$ cat src/rtl/regfile_write_arbiter.sv
// regfile_write_arbiter
// Shares the single register-file write port between the ALU writeback (src0)
// and the load writeback (src1). Each source owns a one-entry holding slot.
// A round-robin/age arbiter drains the slots onto the write port, one write per
// cycle. A pending-write scoreboard flags decode reads that hit an unretired write.
// Optional feature: define REGARB_FWD_EN to add write-stage forwarding outputs
// (FwdAVld/FwdA, FwdBVld/FwdB). A write-stage-only hit then forwards instead of stalling.
//
// Handshake: a source write transfers on a posedge where VldN & RdyN are both 1.
// RdyN is combinational from slot state only (never from VldN), and is 1 when the
// slot is empty or is being granted this cycle. Data/address are sampled on that edge.
module regfile_write_arbiter #(
   parameter int AW = 5,
   parameter int DW = 32
) (
   input  logic          Clk,
   input  logic          Rst,
   input  logic          Vld0,
   input  logic [AW-1:0] Addr0,
   input  logic [DW-1:0] Data0,
   input  logic          Vld1,
   input  logic [AW-1:0] Addr1,
   input  logic [DW-1:0] Data1,
   output logic          Rdy0,
   output logic          Rdy1,
   output logic          RegWr,
   output logic [AW-1:0] RW,
   output logic [DW-1:0] BusW,
   input  logic [AW-1:0] RA,
   input  logic [AW-1:0] RB,
   output logic          Stall
`ifdef REGARB_FWD_EN
   ,
   output logic          FwdAVld,
   output logic          FwdBVld,
   output logic [DW-1:0] FwdA,
   output logic [DW-1:0] FwdB
`endif
);

   // Holding slots
   logic          pend0, pend1;
   logic [AW-1:0] addr0Q, addr1Q;
   logic [DW-1:0] data0Q, data1Q;
   // rrPtr: 0 -> src0 wins the next tie. ageBit: 1 -> slot1 is the older entry.
   logic          rrPtr;
   logic          ageBit;
   // Both slots were loaded on the same edge and the tie is not yet resolved.
   logic          tieQ;

   logic grant0, grant1;
   logic load0, load1;
   logic nextPend0, nextPend1;

   // Grant selection from slot state: lone slot, else tie by rrPtr, else oldest.
   always_comb begin
      grant0 = 1'b0;
      grant1 = 1'b0;
      if (pend0 && pend1) begin
         if (tieQ) begin
            grant0 = !rrPtr;
            grant1 = rrPtr;
         end else begin
            grant0 = !ageBit;
            grant1 = ageBit;
         end
      end else begin
         grant0 = pend0;
         grant1 = pend1;
      end
   end

   // Slot readiness, accepted loads (address 0 is accepted but dropped) and slot occupancy.
   always_comb begin
      Rdy0      = !pend0 || grant0;
      Rdy1      = !pend1 || grant1;
      load0     = Vld0 && Rdy0 && (Addr0 != '0);
      load1     = Vld1 && Rdy1 && (Addr1 != '0);
      nextPend0 = load0 || (pend0 && !grant0);
      nextPend1 = load1 || (pend1 && !grant1);
   end

   // Slot registers, arrival-order tracking and round-robin pointer.
   always_ff @(posedge Clk) begin
      if (Rst) begin
         pend0  <= 1'b0;
         pend1  <= 1'b0;
         addr0Q <= '0;
         addr1Q <= '0;
         data0Q <= '0;
         data1Q <= '0;
         rrPtr  <= 1'b0;
         ageBit <= 1'b0;
         tieQ   <= 1'b0;
      end else begin
         pend0 <= nextPend0;
         pend1 <= nextPend1;
         if (load0) begin
            addr0Q <= Addr0;
            data0Q <= Data0;
         end
         if (load1) begin
            addr1Q <= Addr1;
            data1Q <= Data1;
         end
         // A tie is always resolved in the cycle it is seen, so toggle there.
         if (pend0 && pend1 && tieQ)
            rrPtr <= !rrPtr;
         tieQ <= load0 && load1;
         // A fresh load behind a still-pending entry makes the other slot the older one.
         if (load0 && !load1)
            ageBit <= 1'b1;
         else if (load1 && !load0)
            ageBit <= 1'b0;
      end
   end

   // Write stage: register the granted slot onto the write port; hold RW/BusW when idle.
   always_ff @(posedge Clk) begin
      if (Rst) begin
         RegWr <= 1'b0;
         RW    <= '0;
         BusW  <= '0;
      end else if (grant0) begin
         RegWr <= 1'b1;
         RW    <= addr0Q;
         BusW  <= data0Q;
      end else if (grant1) begin
         RegWr <= 1'b1;
         RW    <= addr1Q;
         BusW  <= data1Q;
      end else begin
         RegWr <= 1'b0;
      end
   end

   logic slotHitA, slotHitB, wsHitA, wsHitB;

   // Scoreboard: match read addresses against pending slots and the write stage ($0 never hits).
   always_comb begin
      slotHitA = (RA != '0) && ((pend0 && (addr0Q == RA)) || (pend1 && (addr1Q == RA)));
      slotHitB = (RB != '0) && ((pend0 && (addr0Q == RB)) || (pend1 && (addr1Q == RB)));
      wsHitA   = (RA != '0) && RegWr && (RW == RA);
      wsHitB   = (RB != '0) && RegWr && (RW == RB);
   end

`ifdef REGARB_FWD_EN
   // Write-stage-only hits are forwarded from BusW; slot hits still stall.
   always_comb begin
      FwdAVld = wsHitA && !slotHitA;
      FwdBVld = wsHitB && !slotHitB;
      FwdA    = FwdAVld ? BusW : '0;
      FwdB    = FwdBVld ? BusW : '0;
      Stall   = slotHitA || slotHitB;
   end
`else
   // Without forwarding every hit, including the write stage, stalls decode.
   always_comb begin
      Stall = slotHitA || slotHitB || wsHitA || wsHitB;
   end
`endif

endmodule

$ cat config.mk
export PLATFORM = sky130hd
export DESIGN_NAME = regfile_write_arbiter
export DESIGN_NICKNAME = d
export VERILOG_FILES = /design/src/rtl/regfile_write_arbiter.sv
export SDC_FILE = /design/constraint.sdc
export NUM_CORES = 1
export LEC_CHECK = 0
export BUFFER_PORTS_ARGS = -buffer_cell sky130_fd_sc_hd__clkbuf_2
export CORE_MARGIN = 2
export CORE_UTILIZATION = 45
export DETAILED_ROUTE_END_ITERATION = 12
export PLACE_DENSITY = 0.7
export SYNTH_ARGS = -nofsm -noshare
export SYNTH_HDL_FRONTEND = slang
export SYNTH_SLANG_ARGS = --single-unit
$ cat constraint.sdc
create_clock -name Clk -period 2.1 [get_ports Clk]
set_input_delay 0.105 -clock Clk [delete_from_list [all_inputs] [get_ports Clk]]
set_output_delay 0.105 -clock Clk [all_outputs]
set_load 0.005 [all_outputs]
**Word-level counts from Yosys, hierarchy flattened**

Index checks and enable logic that the tools add are counted.

- Equal/unequal tests: 6
- Muxes and demuxes: 12
- Reduce and logical (&&, ||, !) cells: 44

Operator list:

| operator | number |
|---|---|
| $mux 32 | 2 |
| $eq 5x5->1 | 6 |
| $logic_and 1x1->1 | 21 |
| $reduce_bool 5->1 | 4 |
| $mux 5 | 2 |
| $logic_or 1x1->1 | 9 |
| $logic_not 1->1 | 8 |
| $mux 1 | 8 |
| $reduce_bool 2->1 | 2 |

- Register bits: 117
- Bits of input ports: 88
- Output and inout port bits: 41
- Logic and storage cells: 74

**Longest topological paths before layout**

- Word-level depth: 10
- Depth in mapped cells: 8
- Depth with buffers taken out: 6

**Least setup slack after synthesis**

No wires, ideal clock.

- Kind: reg-to-reg
- Start point: register pend0
- End point: register ageBit
- Library setup time: 128 ps
- Arrival: 1,668 ps
- Path slack: 305 ps
- Stages on the path, launching flop included: 9
- Path through: dfxtp_1 clkbuf_1 nand2_1 o221ai_2 inv_1 clkbuf_1 ha_1 mux2i_1 nor2_1

- Cells in the longest elaborated chain, start to end: 8
- Elaborated cells on any way between the ends: 16
- Classes of those cells: 3 x mux; 13 x reduce/logical

RTL lines:

| element | line | text |
|---|---|---|
| from (decl) | 42 | `logic pend0, pend1;` |
| from (signal assigned) | 96 | `pend0 <= nextPend0;` |
| $logic_and 1x1->1 | 59 | `if (pend0 && pend1) begin` |
| $mux 1 | 59 |  |
| $logic_or 1x1->1 (*) | 75 | `Rdy0 = !pend0 \|\| grant0;` |
| $logic_and 1x1->1 (*) (2 in a row) | 77 | `load0 = Vld0 && Rdy0 && (Addr0 != '0);` |
| via load0 | 52 | `logic load0, load1;` |
| $logic_not 1->1 | 113 | `else if (load1 && !load0)` |
| $logic_and 1x1->1 | 113 |  |
| $reduce_bool 2->1 (no source line) | n/a |  |
| to (signal assigned) | 93 | `ageBit <= 1'b0;` |
| to (signal assigned) | 112 | `ageBit <= 1'b1;` |
| to (signal assigned) | 114 | `ageBit <= 1'b0;` |
| to (decl) | 47 | `logic ageBit;` |

Mark *: on every way through the listed nets, which the timed path passes. The rest lies on a longest branch.
A chain may end at the register's enable or synchronous reset.

**Worst setup path in the final report**

- Start point: register addr1Q[3]
- End point: output port Stall

- Cells in the longest elaborated chain, start to end: 7
- Elaborated cells on any way between the ends: 11
- Classes of those cells: 2 x eq/ne; 9 x reduce/logical

RTL lines:

| element | line | text |
|---|---|---|
| from (decl) | 43 | `logic [AW-1:0] addr0Q, addr1Q;` |
| from (signal assigned) | 103 | `addr1Q <= Addr1;` |
| $eq 5x5->1, on equally long branches | 141, 142 |  |
| $logic_and 1x1->1, on equally long branches | 141, 142 |  |
| $logic_or 1x1->1, on equally long branches | 141, 142 |  |
| $logic_and 1x1->1, on equally long branches | 141, 142 |  |
| $logic_or 1x1->1 (*) (3 in a row) | 159 | `Stall = slotHitA \|\| slotHitB \|\| wsHitA \|\| wsHitB;` |
| to (decl) | 31 | `output logic Stall` |

Every way passes the cells marked *; elsewhere a longest branch is shown, timed or not.

==> flow_summary.ini <==
[cells_and_area]
fillerInstances = 865
regArea_mm2 = 0.00234
nNetsFinal = 859
layout-drive-gt1-share_pct = 23.8
mostFrequentLayoutCells = sky130_fd_sc_hd__nand2_1, sky130_fd_sc_hd__clkbuf_2, sky130_fd_sc_hd__dfxtp_1, sky130_fd_sc_hd__dlygate4sd3_1, sky130_fd_sc_hd__a21oi_1
total_area_of_multi_input_combinational_cells_mm2 = 0.00226
area_delta_synth_final_pct = 42.6
insertedDiodeCount = 0
final_area_mm2 = 0.00689
mostFrequentLayoutCell = sky130_fd_sc_hd__nand2_1

[floorplanning]
floorplan.die_area_mm2 = 0.0116
die_height_um = 108
rows = 37
floorplan.die.width_um = 108
pin_count = 129
starting_density_of_the_core_pct = 46.5
core_region_area_mm2 = 0.0104

[power]
irDropWorstVdd_v = 0.000516
power_density_mw_per_mm2 = 845
p_leak_nw = 3.04

[global_route]
grt_pass1_vias = 4596
grt_pass1_wl_um = 22200
grt_start_max_net_pins = 80
antenna_violations_before_repair = 0
grt_use_total_pct = 24.8
grt_remaining_overflow = 0

[synthesis]
synthesis.nets = 657
yosysUniqueCellTypes = 31
post_synthesis_register_bit_count = 117
netlist_instances = 567
mean_post_synth_cell_area_um2 = 8.51
synth.cell_area_mm2 = 0.00483
synth_enable_flop_cells = 0
post_synth_main_area_contributors = sky130_fd_sc_hd__dfxtp_1, sky130_fd_sc_hd__nand2_1, sky130_fd_sc_hd__mux2i_1
proportion_of_synthesized_flip_flops_having_asynchronous_set_or_reset_pct = 0
synthDominantCellAreaShare_pct = 48.5
library_cell_occupying_the_most_area_in_the_post_synthesis_netlist = sky130_fd_sc_hd__dfxtp_1
synth-seq-area-share_pct = 48.5
synth_flop_cell = sky130_fd_sc_hd__dfxtp_1
yosysWarningCount = 0

[min_path]
hold_path_class = input port to flop
timing.hold.worst.start = Rst

[timing]
final_setup_violation_count = 0
fmaxAchievable_ghz = 0.523
setup_repair_after_global_routing_missed_its_margin = false
worst_slew_pin_slew_ps = 841
period_minus_slack_ps = 1910
slew-limit-headroom_pct = 43.9
fin_setup_tns_ps = 0
finalHoldViolations = 0
drv_slew = 0
final_min_period_over_clock_period_pct = 91.1
fin_skew_ps = 13.8

[worst_setup_path]
worstSetupEndpoint = Stall
critical_path.endpoint_type = output pin
cp.arrival_ps = 1810
worstReg2RegEnd = BusW[20]
timing_worst_setup_path_type = flop to output pin
crit_path_max_incr_delay_ps = 430
path_buf_inv = 1
regToRegStartpoint = rrPtr
cp-startpoint = addr1Q[3]
kind_of_start_point_of_the_critical_path = flop
crit_slowest_cell = sky130_fd_sc_hd__dfxtp_1
cp_num_cells = 5
cell_class_contributing_the_biggest_share_of_worst_path_delay = compound AO/OA/AOI/OAI gates
r2r_setup_slack_ps = 260
crit_chain = xnor2_1, nand4_1, o32ai_1, a221o_1, clkbuf_2
worstPathMaxFanout = 4
reg2reg_depth = 5
critical_path_required_ps = 2000

[drt]
dr.pass1.iters = 4
dr_drc_count = 0
route.final.wire_length_um = 14000
drt-vias-per-instance = 5.01
dr_total_vias = 4594
initialDrtViolationCount = 215
wire_per_inst_um = 15.2
antenna_left = 0

[cts]
clockRootBuffer = sky130_fd_sc_hd__clkbuf_8
tritoncts_num_sinks = 117
deepest_level_of_the_cts_h_tree = 4
worst_setup_hold_path_clk_slew_ps = 50
worst_skew_pair.late_latency_ps = 500
cts-root-to-sink-buffers = 2
post-cts-setup-buffers = 0
post_cts.resized_instances = 0
cts_inserted_buffers = 17
cts.hold.buffers_added = 76
tritoncts = done

[placed_design]
globalplace.congestion = 0.896
dpl.hpwl_um = 8700
port_buffers = 128
placement.cell_area_mm2 = 0.00557

[outcome]
run_status = finished, final reports clean

[flow_run]
drv_cap = 0
[registers in the layout (all words and copies together), names as in the netlist, 5 cells and up]
name and cells:
BusW 32, RW 5, addr0Q 5, addr1Q 5
data0Q 32, data1Q 32
[cells in the mapped netlist, types with 4 or more instances]
cell type and count:
sky130_fd_sc_hd__a21oi_1 72, sky130_fd_sc_hd__a21oi_2 4, sky130_fd_sc_hd__buf_2 5, sky130_fd_sc_hd__buf_6 10
sky130_fd_sc_hd__clkbuf_1 20, sky130_fd_sc_hd__dfxtp_1 117, sky130_fd_sc_hd__inv_1 4, sky130_fd_sc_hd__mux2i_1 39
sky130_fd_sc_hd__nand2_1 190, sky130_fd_sc_hd__nand4_1 6, sky130_fd_sc_hd__nor2_1 4, sky130_fd_sc_hd__o21ai_0 40
sky130_fd_sc_hd__xnor2_1 26, sky130_fd_sc_hd__xor2_1 5
[per-stage QoR]
step / utilization, % / worst slack (ps) / cells / power, W / hold slack, ps
floorplan: - / 305 / 567 / 0.00281 / 241
global placement: 53.7 / 356 / 810 / 0.00303 / 329
detailed placement: 53.7 / 301 / 810 / 0.00305 / 335
CTS: 66.4 / 156 / 917 / 0.00586 / 7.75
global route: 66.4 / 91.5 / 917 / 0.00606 / 39.8
finish: 66.4 / 188 / 917 / 0.00582 / 23.5
[routing by layer]
metal | share of wire [%] | track usage (%) | wire (µm) | up-vias
met4 | 2.0 | 9.80 | 280 | 0
li1 | - | - | - | 2289
met1 | 41 | 29.0 | 5690 | 2128
met3 | 5.8 | 5.63 | 805 | 20
met5 | 0 | 0 | 0 | -
met2 | 51 | 43.8 | 7190 | 157
[report_power, final]
group / switching, W / internal [W] / leakage [nW]
logic: 0.000353 / 0.000347 / 1.81
registers: 0.0000805 / 0.00234 / 0.959
clock network: 0.000961 / 0.00174 / 0.271
total: 0.00140 / 0.00442 / 3.04
[worst reg2reg max path, delay by kind of cell, from the launching register on]
family	cells	cell delay, ps
AOI/OAI and AO/OA	2	650
buffers and inverters	1	300
DFF	1	370
muxes	2	390
[worst min-delay path by stage]
stage                 end  slack (ps)  depth (start not counted)
3_3_place_gp   data0Q[27]         330                          3
3_5_place_dp   data0Q[19]         330                          3
4_1_cts          BusW[27]           8                          4
2_1_floorplan   data0Q[0]         240                          2
5_1_grt          BusW[27]          40                          4
6_report            RW[2]          20                          4
[final cells by class]
cell class | count | area share [%]
timing repair buffer | 221 | 22.4
clock inverter | 9 | 1.51
inverter | 5 | 0.273
tap | 136 | 2.47
multi-input combinational | 407 | 32.8
clock buffer | 22 | 6.58
sequential | 117 | 34.0
[kinds of logic after synthesis]
kind of cell / count (synthesis) / synth area share, %
XOR/XNOR: 31 / 5.62
multiplexers: 40 / 8.32
flip-flops: 117 / 48.5
AO/OA/AOI/OAI: 125 / 14.4
AND/OR/NAND/NOR: 209 / 17.2
buffers and inverters: 43 / 5.42
adder cells (fa/ha/maj): 2 / 0.518
(Power assumes the default switching activity.)
